$ cat config.mk
export PLATFORM = sky130hd
export DESIGN_NAME = rv_iopmp_txn_initiator
export DESIGN_NICKNAME = d
export VERILOG_FILES = /design/src/rtl/rv_iopmp_txn_initiator.sv
export SDC_FILE = /design/constraint.sdc
export NUM_CORES = 1
export LEC_CHECK = 0
export BUFFER_PORTS_ARGS = -buffer_cell sky130_fd_sc_hd__clkbuf_2
export CAP_MARGIN = 40
export CORE_AREA = 2 2 183 185
export DETAILED_ROUTE_END_ITERATION = 16
export DIE_AREA = 0 0 185 187
export GPL_TIMING_DRIVEN = 0
export SYNTH_ARGS = -nofsm -noshare
export SYNTH_HDL_FRONTEND = slang
export SYNTH_SLANG_ARGS = --single-unit
$ cat constraint.sdc
create_clock -name clk_i -period 1.75 [get_ports clk_i]
set_input_delay 0.35 -clock clk_i [delete_from_list [all_inputs] [get_ports clk_i]]
set_output_delay 0.35 -clock clk_i [all_outputs]
set_load 0.005 [all_outputs]
$ cat src/rtl/rv_iopmp_txn_initiator.sv
// ---------------------------------------------------------------------------
// rv_iopmp_pkg / rv_iopmp_txn_initiator
//
// Purpose: request-side front end for the IOPMP transaction checker. Takes one
// upstream request at a time, registers it, runs it through the checker's
// transaction_en/ready/valid/allow handshake, then either forwards it
// downstream (allow) or returns an error response upstream (deny). Denials are
// counted in a saturating 32-bit counter.
//
// Optional feature (compile-time macro IOPMP_CHECK_TIMEOUT_EN): a verdict
// watchdog that denies the request with err_timeout_o=1 after TIMEOUT_CYCLES
// cycles in WAIT without a verdict. Without the macro WAIT is unbounded and
// err_timeout_o is tied low.
//
// Ports:
//   clk_i, rst_ni              clock, asynchronous active-low reset
//   req_*                      upstream request channel (valid/ready + payload)
//   chk_en_o / chk_ready_i     transaction_en to checker / checker idle
//   chk_addr_o ... chk_access_o registered request presented to the checker
//   chk_valid_i / chk_allow_i  checker verdict strobe and verdict
//   fwd_*                      downstream request channel (valid/ready + payload)
//   err_valid_o / err_ready_i  error response channel
//   err_sid_o, err_timeout_o   SID of denied request, watchdog-denial flag
//   deny_cnt_o                 saturating denial counter
// ---------------------------------------------------------------------------

package rv_iopmp_pkg;
    typedef enum logic [1:0] {
        ACCESS_NONE  = 2'd0,
        ACCESS_READ  = 2'd1,
        ACCESS_WRITE = 2'd2,
        ACCESS_EXEC  = 2'd3
    } access_t;
endpackage

module rv_iopmp_txn_initiator #(
    parameter int ADDR_WIDTH     = 64,
    parameter int DATA_WIDTH     = 64,
    parameter int SID_WIDTH      = 8,
    parameter int TIMEOUT_CYCLES = 255
) (
    input  logic                                 clk_i,
    input  logic                                 rst_ni,

    input  logic                                 req_valid_i,
    output logic                                 req_ready_o,
    input  logic [ADDR_WIDTH-1:0]                req_addr_i,
    input  logic [ADDR_WIDTH-1:0]                req_len_i,
    input  logic [2:0]                           req_size_i,
    input  logic [SID_WIDTH-1:0]                 req_sid_i,
    input  rv_iopmp_pkg::access_t                req_access_i,

    output logic                                 chk_en_o,
    input  logic                                 chk_ready_i,
    output logic [ADDR_WIDTH-1:0]                chk_addr_o,
    output logic [ADDR_WIDTH-1:0]                chk_total_length_o,
    output logic [$clog2(DATA_WIDTH/8):0]        chk_num_bytes_o,
    output logic [SID_WIDTH-1:0]                 chk_sid_o,
    output rv_iopmp_pkg::access_t                chk_access_o,
    input  logic                                 chk_valid_i,
    input  logic                                 chk_allow_i,

    output logic                                 fwd_valid_o,
    input  logic                                 fwd_ready_i,
    output logic [ADDR_WIDTH-1:0]                fwd_addr_o,
    output logic [ADDR_WIDTH-1:0]                fwd_len_o,
    output logic [SID_WIDTH-1:0]                 fwd_sid_o,
    output rv_iopmp_pkg::access_t                fwd_access_o,

    output logic                                 err_valid_o,
    input  logic                                 err_ready_i,
    output logic [SID_WIDTH-1:0]                 err_sid_o,
    output logic                                 err_timeout_o,

    output logic [31:0]                          deny_cnt_o
);

    localparam int MAX_LOG = $clog2(DATA_WIDTH / 8);
    localparam int NB_W    = MAX_LOG + 1;

    // Elaboration-time sanity checks on the configuration.
    if (TIMEOUT_CYCLES < 1) begin : g_bad_timeout
        $error("TIMEOUT_CYCLES must be at least 1");
    end
    if (DATA_WIDTH < 8) begin : g_bad_data_width
        $error("DATA_WIDTH must be at least 8");
    end

    typedef enum logic [2:0] {
        IDLE  = 3'd0,
        ISSUE = 3'd1,
        WAIT  = 3'd2,
        FWD   = 3'd3,
        DENY  = 3'd4
    } state_e;

    // Beat size in bytes; sizes wider than the bus are clamped to the bus width.
    function automatic logic [NB_W-1:0] beat_bytes(input logic [2:0] size);
        logic [2:0] eff;
        if (int'(size) > MAX_LOG) eff = 3'(MAX_LOG);
        else                      eff = size;
        return NB_W'(1) << eff;
    endfunction

    function automatic logic [31:0] sat_inc(input logic [31:0] cnt);
        return (cnt == 32'hFFFF_FFFF) ? cnt : cnt + 32'd1;
    endfunction

    state_e                 state_q;
    logic                   req_ready_q;
    logic                   fwd_valid_q;
    logic                   err_valid_q;
    logic [ADDR_WIDTH-1:0]  addr_q;
    logic [ADDR_WIDTH-1:0]  len_q;
    logic [NB_W-1:0]        nbytes_q;
    logic [SID_WIDTH-1:0]   sid_q;
    rv_iopmp_pkg::access_t  access_q;
    logic [31:0]            deny_cnt_q;
    logic [31:0]            deny_cnt_d;

`ifdef IOPMP_CHECK_TIMEOUT_EN
    localparam int                TMO_W    = $clog2(TIMEOUT_CYCLES + 1);
    localparam logic [TMO_W-1:0]  TMO_LAST = TMO_W'(TIMEOUT_CYCLES - 1);
    logic [TMO_W-1:0]             tmo_cnt_q;
    logic                         err_timeout_q;
`endif

    assign deny_cnt_d = sat_inc(deny_cnt_q);

    always_ff @(posedge clk_i or negedge rst_ni) begin
        if (!rst_ni) begin
            state_q       <= IDLE;
            // The only flag that is 1 out of reset: IDLE accepts immediately.
            req_ready_q   <= 1'b1;
            fwd_valid_q   <= 1'b0;
            err_valid_q   <= 1'b0;
            addr_q        <= '0;
            len_q         <= '0;
            nbytes_q      <= '0;
            sid_q         <= '0;
            access_q      <= rv_iopmp_pkg::ACCESS_NONE;
            deny_cnt_q    <= '0;
`ifdef IOPMP_CHECK_TIMEOUT_EN
            tmo_cnt_q     <= '0;
            err_timeout_q <= 1'b0;
`endif
        end else begin
            case (state_q)
                IDLE: begin
                    if (req_valid_i) begin
                        addr_q      <= req_addr_i;
                        len_q       <= req_len_i;
                        nbytes_q    <= beat_bytes(req_size_i);
                        sid_q       <= req_sid_i;
                        access_q    <= req_access_i;
                        req_ready_q <= 1'b0;
                        // Zero-length requests are refused locally; the checker
                        // never sees them.
                        if (req_len_i == '0) begin
                            state_q     <= DENY;
                            err_valid_q <= 1'b1;
                            deny_cnt_q  <= deny_cnt_d;
                        end else begin
                            state_q <= ISSUE;
                        end
                    end
                end

                ISSUE: begin
                    // chk_en_o fires combinationally in this cycle; leaving
                    // ISSUE right away keeps it a single-cycle pulse.
                    if (chk_ready_i) begin
                        state_q <= WAIT;
`ifdef IOPMP_CHECK_TIMEOUT_EN
                        tmo_cnt_q <= '0;
`endif
                    end
                end

                WAIT: begin
                    // A verdict in the expiry cycle takes priority over the
                    // watchdog.
                    if (chk_valid_i) begin
                        if (chk_allow_i) begin
                            state_q     <= FWD;
                            fwd_valid_q <= 1'b1;
                        end else begin
                            state_q     <= DENY;
                            err_valid_q <= 1'b1;
                            deny_cnt_q  <= deny_cnt_d;
                        end
                    end
`ifdef IOPMP_CHECK_TIMEOUT_EN
                    else if (tmo_cnt_q == TMO_LAST) begin
                        state_q       <= DENY;
                        err_valid_q   <= 1'b1;
                        err_timeout_q <= 1'b1;
                        deny_cnt_q    <= deny_cnt_d;
                    end else begin
                        tmo_cnt_q <= tmo_cnt_q + 1'b1;
                    end
`endif
                end

                FWD: begin
                    if (fwd_ready_i) begin
                        state_q     <= IDLE;
                        fwd_valid_q <= 1'b0;
                        req_ready_q <= 1'b1;
                    end
                end

                DENY: begin
                    if (err_ready_i) begin
                        state_q     <= IDLE;
                        err_valid_q <= 1'b0;
                        req_ready_q <= 1'b1;
`ifdef IOPMP_CHECK_TIMEOUT_EN
                        err_timeout_q <= 1'b0;
`endif
                    end
                end

                default: begin
                    state_q     <= IDLE;
                    fwd_valid_q <= 1'b0;
                    err_valid_q <= 1'b0;
                    req_ready_q <= 1'b1;
`ifdef IOPMP_CHECK_TIMEOUT_EN
                    err_timeout_q <= 1'b0;
`endif
                end
            endcase
        end
    end

    assign req_ready_o        = req_ready_q;
    assign chk_en_o           = (state_q == ISSUE) && chk_ready_i;
    assign chk_addr_o         = addr_q;
    assign chk_total_length_o = len_q;
    assign chk_num_bytes_o    = nbytes_q;
    assign chk_sid_o          = sid_q;
    assign chk_access_o       = access_q;

    assign fwd_valid_o        = fwd_valid_q;
    assign fwd_addr_o         = addr_q;
    assign fwd_len_o          = len_q;
    assign fwd_sid_o          = sid_q;
    assign fwd_access_o       = access_q;

    assign err_valid_o        = err_valid_q;
    assign err_sid_o          = sid_q;
`ifdef IOPMP_CHECK_TIMEOUT_EN
    assign err_timeout_o      = err_timeout_q;
`else
    assign err_timeout_o      = 1'b0;
`endif

    assign deny_cnt_o         = deny_cnt_q;

endmodule

# --- After elaboration in Yosys (flattened, before gate mapping) ---
# Cells that the tools add are included.
totals:
  inputBits: 149
  word_cells: 73
  ff_bits: 180
  output_inout_bits: 325
classes:
  n_eq_ne: 13
  bitwise_logic: 3
  n_reduce_logical: 13
  addsub: 1
  magnitude_cmp: 1
  mux: 31
  n_shift: 1
ops:
  columns: ["op", "count"]
  rows:
  - ["two-way mux 32 bit", 5]
  - ["logical NOT 64 bit", 1]
  - ["one-hot mux 32 bit (2 select lines)", 1]
  - ["adder 32 x 1 -> 32 bit (second input constant)", 1]
  - ["equality test 32 bit (second input constant)", 1]
  - ["two-way mux 3 bit", 10]
  - ["inequality test 2 bit (second input constant)", 8]
  - ["one-hot mux 3 bit (5 select lines)", 1]
  - ["two-way mux 1 bit", 11]
  - ["AND reduction 5 bit", 2]
  - ["one-hot mux 1 bit (4 select lines)", 2]
  - ["AND reduction 4 bit", 2]
  - ["equality test 3 x 2 -> 1 bit (second input constant)", 2]
  - ["AND reduction 6 bit", 1]
  - ["OR reduction 2 bit", 2]
  - ["left shift 1 x 3 -> 4 bit (first input constant)", 1]
  - ["equality test 3 x 1 -> 1 bit (second input constant)", 1]
  - ["equality test 3 bit (second input constant)", 1]
  - ["> comparator 3 x 2 -> 1 bit (second input constant)", 1]
  - ["logical NOT 3 bit", 1]
  - ["NOT 1 bit", 3]
  - ["one-hot mux 1 bit (3 select lines)", 1]
  - ["OR reduction 3 bit", 1]
  - ["AND reduction 2 bit", 1]
  - ["2 further kinds", 2]

# --- Depth between registers and ports, before layout ---
depth:
  depth_word: 5
  depth_mapped: 8

# --- Worst setup path before layout ---
# OpenSTA, ideal clock, no wires.
synth_path:
  kind: "input to register"
  start: "input port req_len_i[46]"
  end: "register deny_cnt_q[1], in the netlist deny_cnt_o[1]"
  arrival_time_ns: 1.842
  setup_ns: 0.127
  required_time_ns: 1.623
  cell_stages: 7
  path_slack_ns: -0.219
  path_cell_list: "nor4_1 > nand4_1 > nor4_4 > or4_1 > buf_4 > and3_4 > mux2_1"
synth_between:
  elab_chain_cells: 3
synth_lines:
  columns: ["item", "line", "source"]
  rows:
  - ["start, declared", "48", "input logic [ADDR_WIDTH-1:0] req_len_i,"]
  - ["logical NOT 64 bit", "159", "if (req_len_i == '0) begin"]
  - ["inequality test 2 bit (no line)", null, null]
  - ["AND reduction 5 bit (no line)", null, null]
  - ["end signal, assigned", "162", "deny_cnt_q <= deny_cnt_d;"]
  - ["end signal, assigned", "190", "deny_cnt_q <= deny_cnt_d;"]
  - ["end, declared", "118", "logic [31:0] deny_cnt_q;"]
# Every way passes these cells.
# A chain may end at the register's enable or synchronous reset.

# --- Worst setup path after layout ---
layout_path:
  start: "input port req_len_i[19]"
  end: "register deny_cnt_q[1], in the netlist deny_cnt_o[1]"
# The elaborated chain is that of the path after synthesis.

==> impl_metrics.tcl <==
set metrics [dict create \
    r2r_end "deny_cnt_o[12]" \
    leakage_nw 7.578 \
    clockBufferDepth 2 \
    whs_ps 88.17 \
    timing.slew.headroom_pct 52.95 \
    synth_area_leaders "dfrtp_1 (51%), nand2_1 (18%), buf_4 (13%), xnor2_1 (2.1%), clkbuf_1 (1.4%)" \
    clock_skew_ps 11.60 \
    grt_pass1_wl_mm 46.22 \
    hold_class "input pin to register" \
    status "complete, but fails checks" \
    io_pins 474 \
    holdPathEnd "chk_addr_o[53]" \
    stdcell_count 1984 \
    tns_ps -2615 \
    io_buffers 472 \
    layout-drive-gt1-share_pct 54.01 \
    path_max_fanout 7 \
    end_kind "register" \
    numCtsBuffers 17 \
    netlist.area_leader.share_pct 51.08 \
    min_from "req_addr_i[53]" \
    syn_avg_cell_area_um2 8.884 \
    irDropWorstVdd_uv 808.6 \
    path_clk_slew_ps 70 \
    cts_tree "yes" \
    r2r-start "deny_cnt_o[1]" \
    finalWirelength_mm 31.19 \
    violations "negative setup slack" \
    ys_async_sr_fraction_pct 100.0 \
    die_w_um 185 \
    grtUsageTotal_pct 17.52 \
    p_per_area_nw_per_um2 1694 \
    drc 0 \
    rsz0062_at_grt "yes" \
    firstDrtPassIters 4 \
    ys_seq_elements 180 \
    stdcell_area_um2 13390 \
    timing.final.crit_share_pct 109.5 \
    synth_area_um2 8768 \
    area_growth_pct 52.65 \
    critical_path_class "input pin to register" \
    vias 8356 \
    rrSetupSlack_ps -150 \
    root_buffer "clkbuf_16" \
    cp_data_required_time_ps 2090 \
    detail-route-antenna-nets 0 \
    insertion_delay_ps 450 \
    clock.fmax_ghz 0.5220 \
    finalNetCount 1672 \
    wl_per_cell_um 15.72 \
    synth_seq_area_share_pct 51.38 \
    worst-r2r-cell-count 7 \
    cts_num_sinks 180 \
    synth_nets 1137 \
    grt_pass1_vias 8100 \
    die_h_um 187 \
    layout_min_cycle_time_ps 1916 \
    gp_congestion 0.9010 \
    die-area_um2 34600 \
    startpoint_type "input pin" \
    ys_warn_count 0 \
    drtIter0Drc 405 \
    yosysMostFrequentCell "nand2_1" \
    maxCapViolCount 0 \
    placed_cells 1911 \
    viasPerCell 4.212 \
    grt_max_degree 102 \
    dpl_cell_area_um2 11850 \
    final_hold_viol_count 0 \
    core_um2 32860 \
    hold_depth 3 \
    dp_hpwl_mm 23.76 \
    cts_max_level 4 \
    syn_inst 987 \
    ys.flop_type "dfrtp_1" \
    setup_viol 30 \
    grt-ovfl-total 0 \
    tightest_slew_ps 705.7 \
    critPathArrivalTime_ps 2250 \
    start_util_pct 26.68 \
    drv_slew 0 \
    synth_area_leader_cell "dfrtp_1" \
    setup_ws_ps -165.9 \
    rows 67 \
    yosys-top-cells-count "nand2_1 (432), dfrtp_1 (179), buf_4 (148)" \
    synth_edf_count 0 \
    netlist-cell-type-count 49 \
    antenna_found_initial 2 \
]
## per-layer routing
layer	up-vias	track usage (%)	wire, µm
li1	4060	-	-
met3	40	4.634	1859
met1	3984	22.29	13220
met5	-	0	0
met2	272	29.39	15580
met4	0	4.579	521
## worst max path at each step
stage	slack, ps	end	depth (start not counted)	from
after detailed placement	-1070	deny_cnt_o[1]	8	req_len_i[24]
after CTS	-150	deny_cnt_o[18]	9	req_len_i[42]
after global routing	-240	deny_cnt_o[1]	8	req_len_i[16]
final	-170	deny_cnt_o[1]	8	req_len_i[19]
after global placement	-3590	deny_cnt_o[10]	1	rst_ni
after floorplan	-200	deny_cnt_o[1]	7	req_len_i[25]
## power by group
group	switching (mW)	internal (mW)	total [mW]	leakage, nW
Clock	1.77	2.17	3.93	0.288
Combinational	5.09	6.09	11.2	5.03
Sequential	1.71	5.85	7.56	2.26
Total	8.56	14.1	22.7	7.58
## state kept, by name (all words and copies together), names as in the netlist
register,count
chk_num_bytes_o,4
state_q,3
fwd_valid_o,1
chk_total_length_o,64
chk_sid_o,8
deny_cnt_o,32
req_ready_o,1
err_valid_o,1
chk_addr_o,64
chk_access_o,2
## per-stage QoR
stage	worst slack, ps	power, mW	util (%)
finish	-165.9	22.67	40.73
global route	-242.5	24.35	40.73
CTS	-152.2	22.52	39.43
detailed placement	-1067	17.69	36.07
global placement	-3591	17.43	35.87
floorplan	-197.2	12.59	-
## what timing repair did
item | 4_1_cts | 5_1_grt
endpoints found under the setup margin | 177 | 168
pin swaps | 19 | 37
gates cloned | 3 | 0
gates resized for setup | 91 | 85
setup buffers | 19 | 23
hold endpoints to repair | 78 | 0
hold buffers | 1 | 0
## cell type report
class,count,area (µm²)
Fill cell,3335,19480
Sequential cell,180,4519
Multi-Input combinational cell,614,3410
Timing Repair Buffer,521,2880
Buffer,183,1404
Tap cell,448,560.5
Clock buffer,19,442.9
Clock inverter,13,147.6
Inverter,5,18.77
Antenna cell,1,2.502
## worst max-delay path, stage by stage
cell and delay, ps:
clkbuf_2 140, nor4_4 340, nand4_1 310, nor4_4 210, buf_4 180, or4_4 200
and3_4 210, mux2_4 290
## layout by cell type (no fill, tap or decap), types with 3 or more instances in the layout
cell / count
xor2_1: 8
xnor2_1: 17
buf_4: 184
buf_8: 8
nand3_1: 13
nand4_4: 6
nor2_4: 5
buf_2: 4
nor4_2: 4
xnor2_2: 6
nand3_4: 4
dfrtp_1: 168
and4_1: 4
and3_1: 4
nor4_4: 10
o21ai_0: 5
dfrtp_2: 11
nand3_2: 13
clkbuf_16: 18
nand4_1: 9
nor2_2: 3
nor3_4: 4
a21oi_1: 9
nor3_1: 4
buf_6: 10
nor2_1: 14
nor4_1: 7
clkinv_2: 3
clkbuf_8: 6
inv_1: 4
clkbuf_4: 6
clkbuf_2: 480
nand2_1: 426
nand2_2: 5
## logic make-up (layout without fill, tap and decap cells)
group           after synthesis  count (layout)  share of synthesized area, %
simple gates                558             558                         28.47
buf+inv                     193             741                         14.94
flops                       180             180                         51.38
xor+xnor                     31              31                         3.268
compound gates               20              20                         1.370
mux                           3               3                        0.3852
fa+ha+maj                     1               1                        0.1427
other cells                   1               2                       0.04277
(Power assumes the default switching activity.)
